File: src/rtl/bp_be_pkg.sv
// Shared definitions for the backend late-writeback path: entry layout macros,
// default sizing and round-robin index helpers.
`ifndef BP_BE_LATE_WB_MACROS
`define BP_BE_LATE_WB_MACROS

`define BP_BE_LATE_WB_ENTRY_WIDTH(reg_addr_width_mp, data_width_mp) \
  ((reg_addr_width_mp) + (data_width_mp))

`define DECLARE_BP_BE_LATE_WB_ENTRY_S(reg_addr_width_mp, data_width_mp) \
  typedef struct packed { \
    logic [(reg_addr_width_mp)-1:0] rd_addr; \
    logic [(data_width_mp)-1:0]     rd_data; \
  } bp_be_late_wb_entry_s

`endif

package bp_be_pkg;

  localparam int late_wb_num_req_gp        = 2;
  localparam int late_wb_reg_addr_width_gp = 5;
  localparam int late_wb_data_width_gp     = 64;
  localparam int late_wb_fifo_els_gp       = 2;

  // Requester index visited at scan step 'offset' when the scan starts at 'start'
  function automatic int late_wb_rr_scan(input int start, input int offset, input int n);
    return (start + offset) % n;
  endfunction

  function automatic int late_wb_rr_next(input int idx, input int n);
    return (idx + 1) % n;
  endfunction

endpackage

File: src/rtl/bsg_fifo_1r1w_small.sv
// Small one-read/one-write FIFO; ready and valid depend only on registered
// pointers, so a dequeue never frees a slot for an enqueue in the same cycle.
module bsg_fifo_1r1w_small #(
  parameter int width_p = 8,
  parameter int els_p   = 2
) (
  input  logic               clk_i,
  input  logic               reset_n_i,
  input  logic               v_i,
  input  logic [width_p-1:0] data_i,
  output logic               ready_o,
  output logic               v_o,
  output logic [width_p-1:0] data_o,
  input  logic               yumi_i
);

  localparam int ptr_w_lp = $clog2(els_p);
  localparam logic [ptr_w_lp:0] ptr_one_lp = (ptr_w_lp + 1)'(1);

  // Pointers carry one extra wrap bit to tell full from empty
  logic [width_p-1:0]  mem [els_p];
  logic [ptr_w_lp:0]   wptr_r, rptr_r;
  logic                full, empty, enq, deq;

  assign empty = (wptr_r == rptr_r);
  assign full  = (wptr_r[ptr_w_lp] != rptr_r[ptr_w_lp])
              && (wptr_r[ptr_w_lp-1:0] == rptr_r[ptr_w_lp-1:0]);

  assign ready_o = reset_n_i & ~full;
  assign v_o     = ~empty;
  assign enq     = v_i & ready_o;
  assign deq     = yumi_i & ~empty;
  assign data_o  = mem[rptr_r[ptr_w_lp-1:0]];

  always_ff @(posedge clk_i) begin
    if (!reset_n_i) begin
      wptr_r <= '0;
      rptr_r <= '0;
    end else begin
      if (enq) wptr_r <= wptr_r + ptr_one_lp;
      if (deq) rptr_r <= rptr_r + ptr_one_lp;
    end
  end

  always_ff @(posedge clk_i) begin
    if (enq) mem[wptr_r[ptr_w_lp-1:0]] <= data_i;
  end

`ifndef SYNTHESIS
  assert property (@(posedge clk_i) disable iff (!reset_n_i) !(enq && full));
  assert property (@(posedge clk_i) disable iff (!reset_n_i) !(yumi_i && empty));
`endif

endmodule

File: src/rtl/bp_be_late_wb_arbiter.sv
// Shares the integer regfile write port between pipe writeback (always wins) and
// buffered long-latency results drained round-robin; tracks pending late writes.
module bp_be_late_wb_arbiter
  import bp_be_pkg::*;
#(
  parameter int num_req_p        = late_wb_num_req_gp,
  parameter int reg_addr_width_p = late_wb_reg_addr_width_gp,
  parameter int data_width_p     = late_wb_data_width_gp,
  parameter int fifo_els_p       = late_wb_fifo_els_gp
) (
  input  logic                                 clk_i,
  input  logic                                 reset_n_i,
  input  logic                                 pipe_wb_v_i,
  input  logic [reg_addr_width_p-1:0]          pipe_wb_addr_i,
  input  logic [data_width_p-1:0]              pipe_wb_data_i,
  input  logic [num_req_p-1:0]                 req_v_i,
  input  logic [num_req_p*reg_addr_width_p-1:0] req_addr_i,
  input  logic [num_req_p*data_width_p-1:0]    req_data_i,
  output logic [num_req_p-1:0]                 req_ready_o,
  input  logic                                 alloc_v_i,
  input  logic [reg_addr_width_p-1:0]          alloc_addr_i,
  output logic                                 rf_w_v_o,
  output logic [reg_addr_width_p-1:0]          rf_w_addr_o,
  output logic [data_width_p-1:0]              rf_w_data_o,
  output logic [(1<<reg_addr_width_p)-1:0]     pending_o,
  output logic [num_req_p-1:0]                 req_grant_o
);

  localparam int rr_w_lp        = (num_req_p > 1) ? $clog2(num_req_p) : 1;
  localparam int num_regs_lp    = 1 << reg_addr_width_p;
  localparam int entry_width_lp = `BP_BE_LATE_WB_ENTRY_WIDTH(reg_addr_width_p, data_width_p);

  `DECLARE_BP_BE_LATE_WB_ENTRY_S(reg_addr_width_p, data_width_p);

  bp_be_late_wb_entry_s       fifo_head [num_req_p];
  bp_be_late_wb_entry_s       late_entry;
  logic [num_req_p-1:0]       fifo_v, fifo_yumi;
  logic [rr_w_lp-1:0]         rr_r, grant_idx;
  logic                       grant_found, late_v;
  logic [num_regs_lp-1:0]     pending_r, pending_n;

  for (genvar i = 0; i < num_req_p; i++) begin : req_buf
    bp_be_late_wb_entry_s enq_entry;

    assign enq_entry.rd_addr = req_addr_i[i*reg_addr_width_p +: reg_addr_width_p];
    assign enq_entry.rd_data = req_data_i[i*data_width_p +: data_width_p];

    bsg_fifo_1r1w_small #(
      .width_p(entry_width_lp),
      .els_p  (fifo_els_p)
    ) fifo (
      .clk_i    (clk_i),
      .reset_n_i(reset_n_i),
      .v_i      (req_v_i[i]),
      .data_i   (enq_entry),
      .ready_o  (req_ready_o[i]),
      .v_o      (fifo_v[i]),
      .data_o   (fifo_head[i]),
      .yumi_i   (fifo_yumi[i])
    );

    assign fifo_yumi[i] = late_v && (grant_idx == rr_w_lp'(i));
  end

  // First non-empty buffer at or above the rr pointer, wrapping around
  always_comb begin
    grant_found = 1'b0;
    grant_idx   = '0;
    for (int k = 0; k < num_req_p; k++) begin
      if (!grant_found && fifo_v[rr_w_lp'(late_wb_rr_scan(int'(rr_r), k, num_req_p))]) begin
        grant_found = 1'b1;
        grant_idx   = rr_w_lp'(late_wb_rr_scan(int'(rr_r), k, num_req_p));
      end
    end
  end

  assign late_entry  = fifo_head[grant_idx];
  assign late_v      = reset_n_i & ~pipe_wb_v_i & grant_found;
  assign req_grant_o = fifo_yumi;

  always_comb begin
    rf_w_v_o    = 1'b0;
    rf_w_addr_o = late_entry.rd_addr;
    rf_w_data_o = late_entry.rd_data;
    if (reset_n_i && pipe_wb_v_i) begin
      rf_w_v_o    = 1'b1;
      rf_w_addr_o = pipe_wb_addr_i;
      rf_w_data_o = pipe_wb_data_i;
    end else if (late_v) begin
      rf_w_v_o = 1'b1;
    end
  end

  // Set is applied after clear so a same-cycle re-allocation keeps the bit
  always_comb begin
    pending_n = pending_r;
    if (late_v)
      pending_n[late_entry.rd_addr] = 1'b0;
    if (alloc_v_i && (alloc_addr_i != '0))
      pending_n[alloc_addr_i] = 1'b1;
  end

  always_ff @(posedge clk_i) begin
    if (!reset_n_i) begin
      rr_r      <= '0;
      pending_r <= '0;
    end else begin
      pending_r <= pending_n;
      if (late_v)
        rr_r <= rr_w_lp'(late_wb_rr_next(int'(grant_idx), num_req_p));
    end
  end

  assign pending_o = pending_r;

`ifndef SYNTHESIS
  assert property (@(posedge clk_i) disable iff (!reset_n_i)
    late_v |-> (pending_r[late_entry.rd_addr] || (late_entry.rd_addr == '0)));
`endif

endmodule
File: config.mk
export PLATFORM = sky130hd
export DESIGN_NAME = bp_be_late_wb_arbiter
export DESIGN_NICKNAME = d
export VERILOG_FILES = /design/src/rtl/bp_be_pkg.sv /design/src/rtl/bsg_fifo_1r1w_small.sv /design/src/rtl/bp_be_late_wb_arbiter.sv
export SDC_FILE = /design/constraint.sdc
export NUM_CORES = 1
export LEC_CHECK = 0
export CAP_MARGIN = 20
export CELL_PAD_IN_SITES_DETAIL_PLACEMENT = 1
export CELL_PAD_IN_SITES_GLOBAL_PLACEMENT = 1
export CORE_ASPECT_RATIO = 1.25
export CORE_MARGIN = 3
export CORE_UTILIZATION = 41
export DETAILED_ROUTE_END_ITERATION = 7
export PLACE_DENSITY = 0.87
export SETUP_SLACK_MARGIN = 0.5
export SLEW_MARGIN = 30
export SYNTH_ARGS = -nofsm -noshare
export SYNTH_HDL_FRONTEND = slang
export SYNTH_SLANG_ARGS = --single-unit
File: constraint.sdc
create_clock -name clk_i -period 5.27 [get_ports clk_i]
set_input_delay 0.7905 -clock clk_i [delete_from_list [all_inputs] [get_ports clk_i]]
set_output_delay 0.7905 -clock clk_i [all_outputs]
set_load 0.01 [all_outputs]
Yosys cells after proc, flatten, opt, wreduce, memory -nomap -nowiden
Memories as Yosys holds them, arrays and structs flattened. A register that Yosys moved wholly into a read port is not among the register bits.
Cells that the tools add are included.
{"block": "word_totals", "reg_bits": 41, "mem_bits_rw": 276, "mem_count": 2, "out_inout_bits": 106}
{"block": "op_classes", "n_addsub": 6, "reduce_logical": 11, "order_cmp": 7, "eq_ne": 6, "mux": 29, "bitwise": 18}
{"memory": "req_buf[0].fifo.mem", "depth": 2, "word_bits": 69, "read_ports": 1, "rd_clocked_by_memory_dff": 1, "write_ports": 1, "line_no": "bsg_fifo_1r1w_small.sv:21", "rtl": "logic [width_p-1:0] mem [els_p];"}
{"memory": "req_buf[1].fifo.mem", "depth": 2, "word_bits": 69, "read_ports": 1, "rd_clocked_by_memory_dff": 1, "write_ports": 1, "line_no": "bsg_fifo_1r1w_small.sv:21"}
{"op": "2-to-1 mux 69 bit", "n": 3}
{"op": "2-to-1 mux 32 bit", "n": 2}
{"op": "2-to-1 mux 64 bit", "n": 1}
{"op": "bitwise AND 32 bit", "n": 1}
{"op": "NOT 32 bit", "n": 1}
{"op": "OR 32 bit", "n": 1}
{"op": "2-to-1 mux 1 bit", "n": 20}
{"op": "< comparator 5 x 6 -> 1 bit, second input constant", "n": 2}
{"op": "demux 1 bit (select 5 bit)", "n": 2}
{"op": "greater-or-equal comparator 5 x 1 -> 1 bit, second input constant", "n": 2}
{"op": "logical AND 1 bit", "n": 9}
{"op": "adder 2 x 1 -> 2 bit, second input constant", "n": 4}
{"op": "bitwise AND 1 bit", "n": 8}
{"op": "< comparator 1 x 3 -> 1 bit, second input constant", "n": 2}
{"op": "NOT 1 bit", "n": 6}
{"op": "2-to-1 mux 5 bit", "n": 1}
{"op": "nonzero test 5 bit", "n": 1}
{"op": "== test 2 bit", "n": 2}
{"op": "adder 1 bit, second input constant", "n": 2}
{"op": "== test 1 bit", "n": 2}
{"op": "greater-or-equal comparator 2 bit, second input constant", "n": 1}
{"op": "inequality test 1 bit", "n": 2}
{"op": "NOT 1 -> 2 bit", "n": 1}
{"op": "zero test 1 bit", "n": 1}

Logic depth before layout (Yosys ltp)
{"block": "logic_depth", "ltp_word": 21, "depth_mapped": 6}

Hierarchy
A second synthesis with hierarchy kept.
{"block": "unflattened", "hier_cells": 900, "hier_area_um2": 13674.4}
{"module": "bsg_fifo_1r1w_small", "seq_area_each_um2": 4244.1, "instances": 2, "cells_each": 249, "area_per_inst_um2": 5251.3}
{"module": "bp_be_late_wb_arbiter", "seq_area_each_um2": 660.6, "instances": 1, "cells_each": 402, "area_per_inst_um2": 3171.8}

Worst setup path before layout
No wires, ideal clock.
{"block": "synth_timing", "path_type": "in2reg", "from": "input port reset_n_i", "to": "memory req_buf[1].fifo.mem[0][0] in the netlist's numbering, enable pin", "t_arrival_ns": 3.848, "setup_ns": 0.498, "stages": 2, "path_slack_ns": 0.924, "path_cell_list": "o211ai_1 > nor2_1"}
{"block": "synth_between", "elab_chain_cells": 4}
{"element": "start, declared", "line_no": "bp_be_late_wb_arbiter.sv:12", "rtl": "input logic reset_n_i,"}
{"element": "bitwise AND 1 bit", "line_no": "bsg_fifo_1r1w_small.sv:29", "rtl": "assign ready_o = reset_n_i & ~full;"}
{"element": "bitwise AND 1 bit", "line_no": "bsg_fifo_1r1w_small.sv:31", "rtl": "assign enq = v_i & ready_o;"}
{"element": "2-to-1 mux 1 bit", "line_no": "bsg_fifo_1r1w_small.sv:46", "rtl": "if (enq) mem[wptr_r[ptr_w_lp-1:0]] <= data_i;"}
{"element": "2-to-1 mux 1 bit (not written as such)", "line_no": "bsg_fifo_1r1w_small.sv:46"}
{"element": "end, declared", "line_no": "bsg_fifo_1r1w_small.sv:21"}
No other way between the ends.

Worst setup path in the final report
{"block": "layout_timing", "from": "register req_buf[0].fifo.wptr_r[0]", "to": "output port rf_w_data_o[61]"}
{"block": "layout_between", "elab_chain_cells": 13, "word_cells_on_any_way": 16, "cone_classes": "1 x eq/ne; 11 x mux; 2 x bitwise; 2 x reduce/logical"}
{"element": "start, declared", "line_no": "bsg_fifo_1r1w_small.sv:22", "rtl": "logic [ptr_w_lp:0] wptr_r, rptr_r;"}
{"element": "start signal, assigned", "line_no": "bsg_fifo_1r1w_small.sv:40", "rtl": "if (enq) wptr_r <= wptr_r + ptr_one_lp;"}
{"element": "== test 2 bit (*)", "line_no": "bsg_fifo_1r1w_small.sv:25", "rtl": "assign empty = (wptr_r == rptr_r);"}
{"element": "NOT 1 bit (*)", "line_no": "bsg_fifo_1r1w_small.sv:30", "rtl": "assign v_o = ~empty;"}
{"element": "2-to-1 mux 1 bit (not written as such) (2 in series)", "line_no": "bp_be_late_wb_arbiter.sv:70", "rtl": "if (!grant_found && fifo_v[rr_w_lp'(late_wb_rr_scan(int'(rr_r), k, num_req_p))]) begin"}
{"element": "2-to-1 mux 1 bit", "line_no": "bp_be_late_wb_arbiter.sv:70"}
{"element": "zero test 1 bit", "line_no": "bp_be_late_wb_arbiter.sv:70"}
{"element": "logical AND 1 bit", "line_no": "bp_be_late_wb_arbiter.sv:70"}
{"element": "2-to-1 mux 1 bit (*)", "line_no": "bp_be_late_wb_arbiter.sv:70"}
{"element": "NOT 1 -> 2 bit (not written as such) (*)", "line_no": "bp_be_late_wb_arbiter.sv:77", "rtl": "assign late_entry = fifo_head[grant_idx];"}
{"element": "2-to-1 mux 69 bit (not written as such) (*) (3 in series)", "line_no": "bp_be_late_wb_arbiter.sv:77"}
{"element": "2-to-1 mux 64 bit (*)", "line_no": "bp_be_late_wb_arbiter.sv:85", "rtl": "if (reset_n_i && pipe_wb_v_i) begin"}
{"element": "end, declared", "line_no": "bp_be_late_wb_arbiter.sv:24", "rtl": "output logic [data_width_p-1:0] rf_w_data_o,"}
Every way passes the cells marked *; elsewhere a longest branch is shown, timed or not. The select of a mux whose other input is x is not followed.

==> results.txt <==
----------------------------------------------------
[Power]
  Leakage Power ... 5.983 nW
  Pwr Density ... 310.6 nW/µm²
  Maximum vdd ir drop ... 0.0002545 V

[Global routing]
  All-Layer GR Usage ... between 20% and 30%
  Wire length of the first global-routing pass ... 61,670 µm
  Pin count of the biggest net entering global routing ... 139
  Number of global-route vias before repair ... 10,430
  Aggregate global routing overflow ... 0
  Initial antenna violation count ... 12

[Clocking]
  Clock tree from TritonCTS ... yes
  Number of H-tree branching levels ... 1
  Post-cts repair resize count ... 0
  Number of clock sinks ... 319
  Clock tree buffer depth ... 3
  CTS buffer count ... 31
  Clock root buffer ... clkbuf_16
  Hold-fix buffer count after cts ... 0
  Setup Buffers After CTS ... 0
  Clock Latency Late Sink ... between 500 and 600 ps
  Clock-pin slew of the registers on the worst-case setup and hold paths ... 60 ps

[STA]
  Final Cycle Share ... around four fifths
  Hold slack ... 444.8 ps
  Setup Total Neg Slack ... 0 ps
  Hold Fails Final Rpt ... 0
  Slew headroom ... 35.95%
  Maximum clock skew at final layout ... 21.83 ps
  Slew of the pin with the lowest slew margin ... a little under 1000 ps
  Final slew viol count ... 0
  Maximum operating frequency ... 237.9 MHz
  Setup Viol. Count Final ... 0
  Setup repair after global routing missed its margin ... false
  Final critical path time including I/O delays and setup ... 4203 ps

[Setup path]
  Origin of the worst setup path ... req_buf[0].fifo.wptr_r[0]
  Delay of the slowest cell on the worst path ... around 700 ps
  R2R depth ... 5
  Critical path startpoint category ... flip-flop
  Worst path cell trace ... xor2_1, o21ai_4, buf_12, mux2_2, o21ai_1, clkdlybuf4s50_1
  R2r endpoint ... pending_o[1]
  Crit path kind ... flip-flop to output port
  Slowest stage cell, crit path ... o21ai_4
  Cell family contributing the most delay on the critical path ... buffers and inverters
  Crit path buf inv count ... 2
  Arrival time at the worst endpoint ... 3410 ps
  Register-to-register path setup slack ... 2520 ps
  Kind of end point of the critical path ... output port
  Biggest fanout along the worst timing path ... 39
  Critical path data required time ... 4480 ps

[Placed design]
  Placed Cells ... ~1,700
  Count of input and output buffers ... 323
  Final estimated routing congestion in global placement ... roughly 0.9
  DPL Wire Length ... 29,290 µm

[Synthesis]
  Post-synth design cell area ... 13,870 µm²
  Cells after Synth ... 980
  Primary FF master, synth ... edfxtp_1
  Mean instance size in the synthesized netlist ... 14.15 µm²
  Sequential-to-total area share from yosys stat ... 65.96%
  Synthesized flop and latch total ... 319
  Synth Net Count ... 1,198
  Proportion of register bits with asynchronous set or reset after synthesis ... 0%
  Synth warn ... 0
  Number of flops mapped to enable cells by yosys ... 276
  Count of unique library cells instantiated by Yosys ... 45

[Hold path]
  Start point of the worst hold path ... pending_o[0]
  Class of the worst hold path ... flip-flop to flip-flop
  Hold-critical path endpoint ... pending_o[0]
  Number of cells on the worst hold path ... 2

[Final layout]
  Area growth from synthesis to final layout ... 34.06%
  Fraction of final layout cells with drive strength greater than 1 ... between 10 and 15%
  Final-stage net count ... roughly 1,500
  Final Non-Filler Cells ... 1,748

[Route]
  Drt initial violations ... 727
  Wire per inst ... roughly 24 µm
  Post-route DRC violation count ... 0
  Post-detailed-route count of antenna-violating nets ... 0
  Aggregate routed wire length ... about 41,000 µm
  Pre-antenna DRT Iters ... 5
  Vias after detailed routing ... 9,551
  Via density per instance ... 5.464

[Floorplan]
  Number of placement rows ... 74
  Top-level I/O count ... 324
  Die Wd ... 170.5 µm
  Floorplan die height ... about 210 µm
  Core footprint ... 33,050 µm²
  Initial Utilization ... 41.96%
  Total Die Area ... 36,090 µm²

[Run]
  Count of maximum capacitance violations ... 0

[Outcome]
  Status ... completed

----------------------------------------------------
[final cells by class]
cell class	count	area, µm²
Sequential cell	319	9156
Clock inverter	23	236.5
Multi-Input combinational cell	595	4399
Clock buffer	35	790.8
Tap cell	418	523.0
Inverter	3	16.27
Fill cell	3229	14460
Timing Repair Buffer	341	3438
Antenna cell	14	35.03
[flip-flops by register name, indices dropped and copies added (netlist names), named ones only]
signal and cells:
req_buf.fifo.mem 276, pending_o 32, req_buf.fifo.rptr_r 4, req_buf.fifo.wptr_r 4, rr_r 1
[report_power, final]
group	internal, mW	total (mW)	switching, mW
Clock	1.28	2.25	0.974
Combinational	0.351	0.657	0.306
Sequential	2.83	2.86	0.0344
Total	4.46	5.77	1.31
[metrics by stage]
| stage | cell area [µm²] | utilization (%) | worst slack, ps | power, mW |
|---|---|---|---|---|
| final | 18600 | 56.26 | 1067 | 5.775 |
| after global routing | 18590 | 56.23 | 848.6 | 5.979 |
| after CTS | 18530 | 56.07 | 964.0 | 5.835 |
| after detailed placement | 17510 | 52.96 | 1615 | 3.575 |
| after global placement | 17500 | 52.95 | 1673 | 3.538 |
| after floorplan | 13870 | - | 924.2 | 3.181 |
[Yosys cell counts (3+ instances only)]
master / n / share of area, %
dfxtp_1: 43 / 6.2
mux2i_2: 5 / 0.50
xnor2_1: 4 / 0.25
buf_6: 8 / 0.65
mux2_2: 70 / 5.7
mux2i_4: 3 / 0.49
a41oi_1: 31 / 2.0
nor3_1: 3 / 0.11
nand4bb_1: 3 / 0.24
nand3_1: 9 / 0.32
and2_1: 6 / 0.27
buf_2: 17 / 0.61
a21boi_0: 6 / 0.32
inv_1: 3 / 0.081
nor3b_1: 3 / 0.16
nand2_1: 107 / 2.9
mux2i_1: 141 / 10
buf_4: 6 / 0.32
mux2_1: 4 / 0.32
xor2_1: 4 / 0.25
clkbuf_1: 28 / 0.76
edfxtp_1: 276 / 60
nand4b_1: 3 / 0.19
nor2_1: 45 / 1.2
buf_1: 3 / 0.081
nand2b_1: 10 / 0.45
o21ai_1: 65 / 2.3
o21a_1: 6 / 0.32
and3b_1: 4 / 0.25
o21ai_0: 45 / 1.6
[cell families (layout without fill, tap and decap cells)]
| logic type | Yosys count | count (layout) | share of synthesized area [%] |
|---|---|---|---|
| buf+inv | 66 | 402 | 2.616 |
| compound gates | 163 | 163 | 7.189 |
| simple gates | 200 | 200 | 6.459 |
| mux | 224 | 224 | 17.27 |
| other cells | 0 | 14 | 0 |
| xor+xnor | 8 | 8 | 0.5051 |
| flops | 319 | 319 | 65.96 |
[tightest hold or removal path: cells and delay by family (launching register included)]
family           cells  cell delay, ps
flip-flops           1             310
AO/OA/AOI/OAI        1              40
AND/OR/NAND/NOR      1              60
[worst max-delay path by stage]
stage / to / slack, ps / cells past startpoint
after CTS: rf_w_data_o[50] / 960 / 6
after global placement: req_buf[0].fifo.mem[1][5] / 1670 / 5
after floorplan: req_buf[1].fifo.mem[0][0] / 920 / 2
after global routing: rf_w_data_o[50] / 850 / 6
after detailed placement: rf_w_data_o[30] / 1620 / 6
final: rf_w_data_o[61] / 1070 / 6
[layout by cell type, fill, tap and decap left out, types with 5 or more instances in the layout]
cell type	n
buf_4	13
edfxtp_1	276
mux2_2	70
o21ai_0	45
mux2i_1	141
nand2_1	107
dfxtp_1	41
mux2i_2	5
clkinvlp_4	5
o21ai_1	64
nand2b_1	10
a21boi_0	6
clkdlybuf4s50_1	323
nand3_1	9
and2_1	5
o21a_1	6
a41oi_1	31
clkbuf_16	31
clkinv_2	9
diode_2	14
nor2_1	42
[metal layers]
layer / part of all wire (%) / global-route usage (%)
met1: 36 / 25.02
met2: 55 / 41.20
met3: 5.6 / 4.371
met4: 3.6 / 9.684
met5: 0 / 0
(Power assumes the default switching activity.)
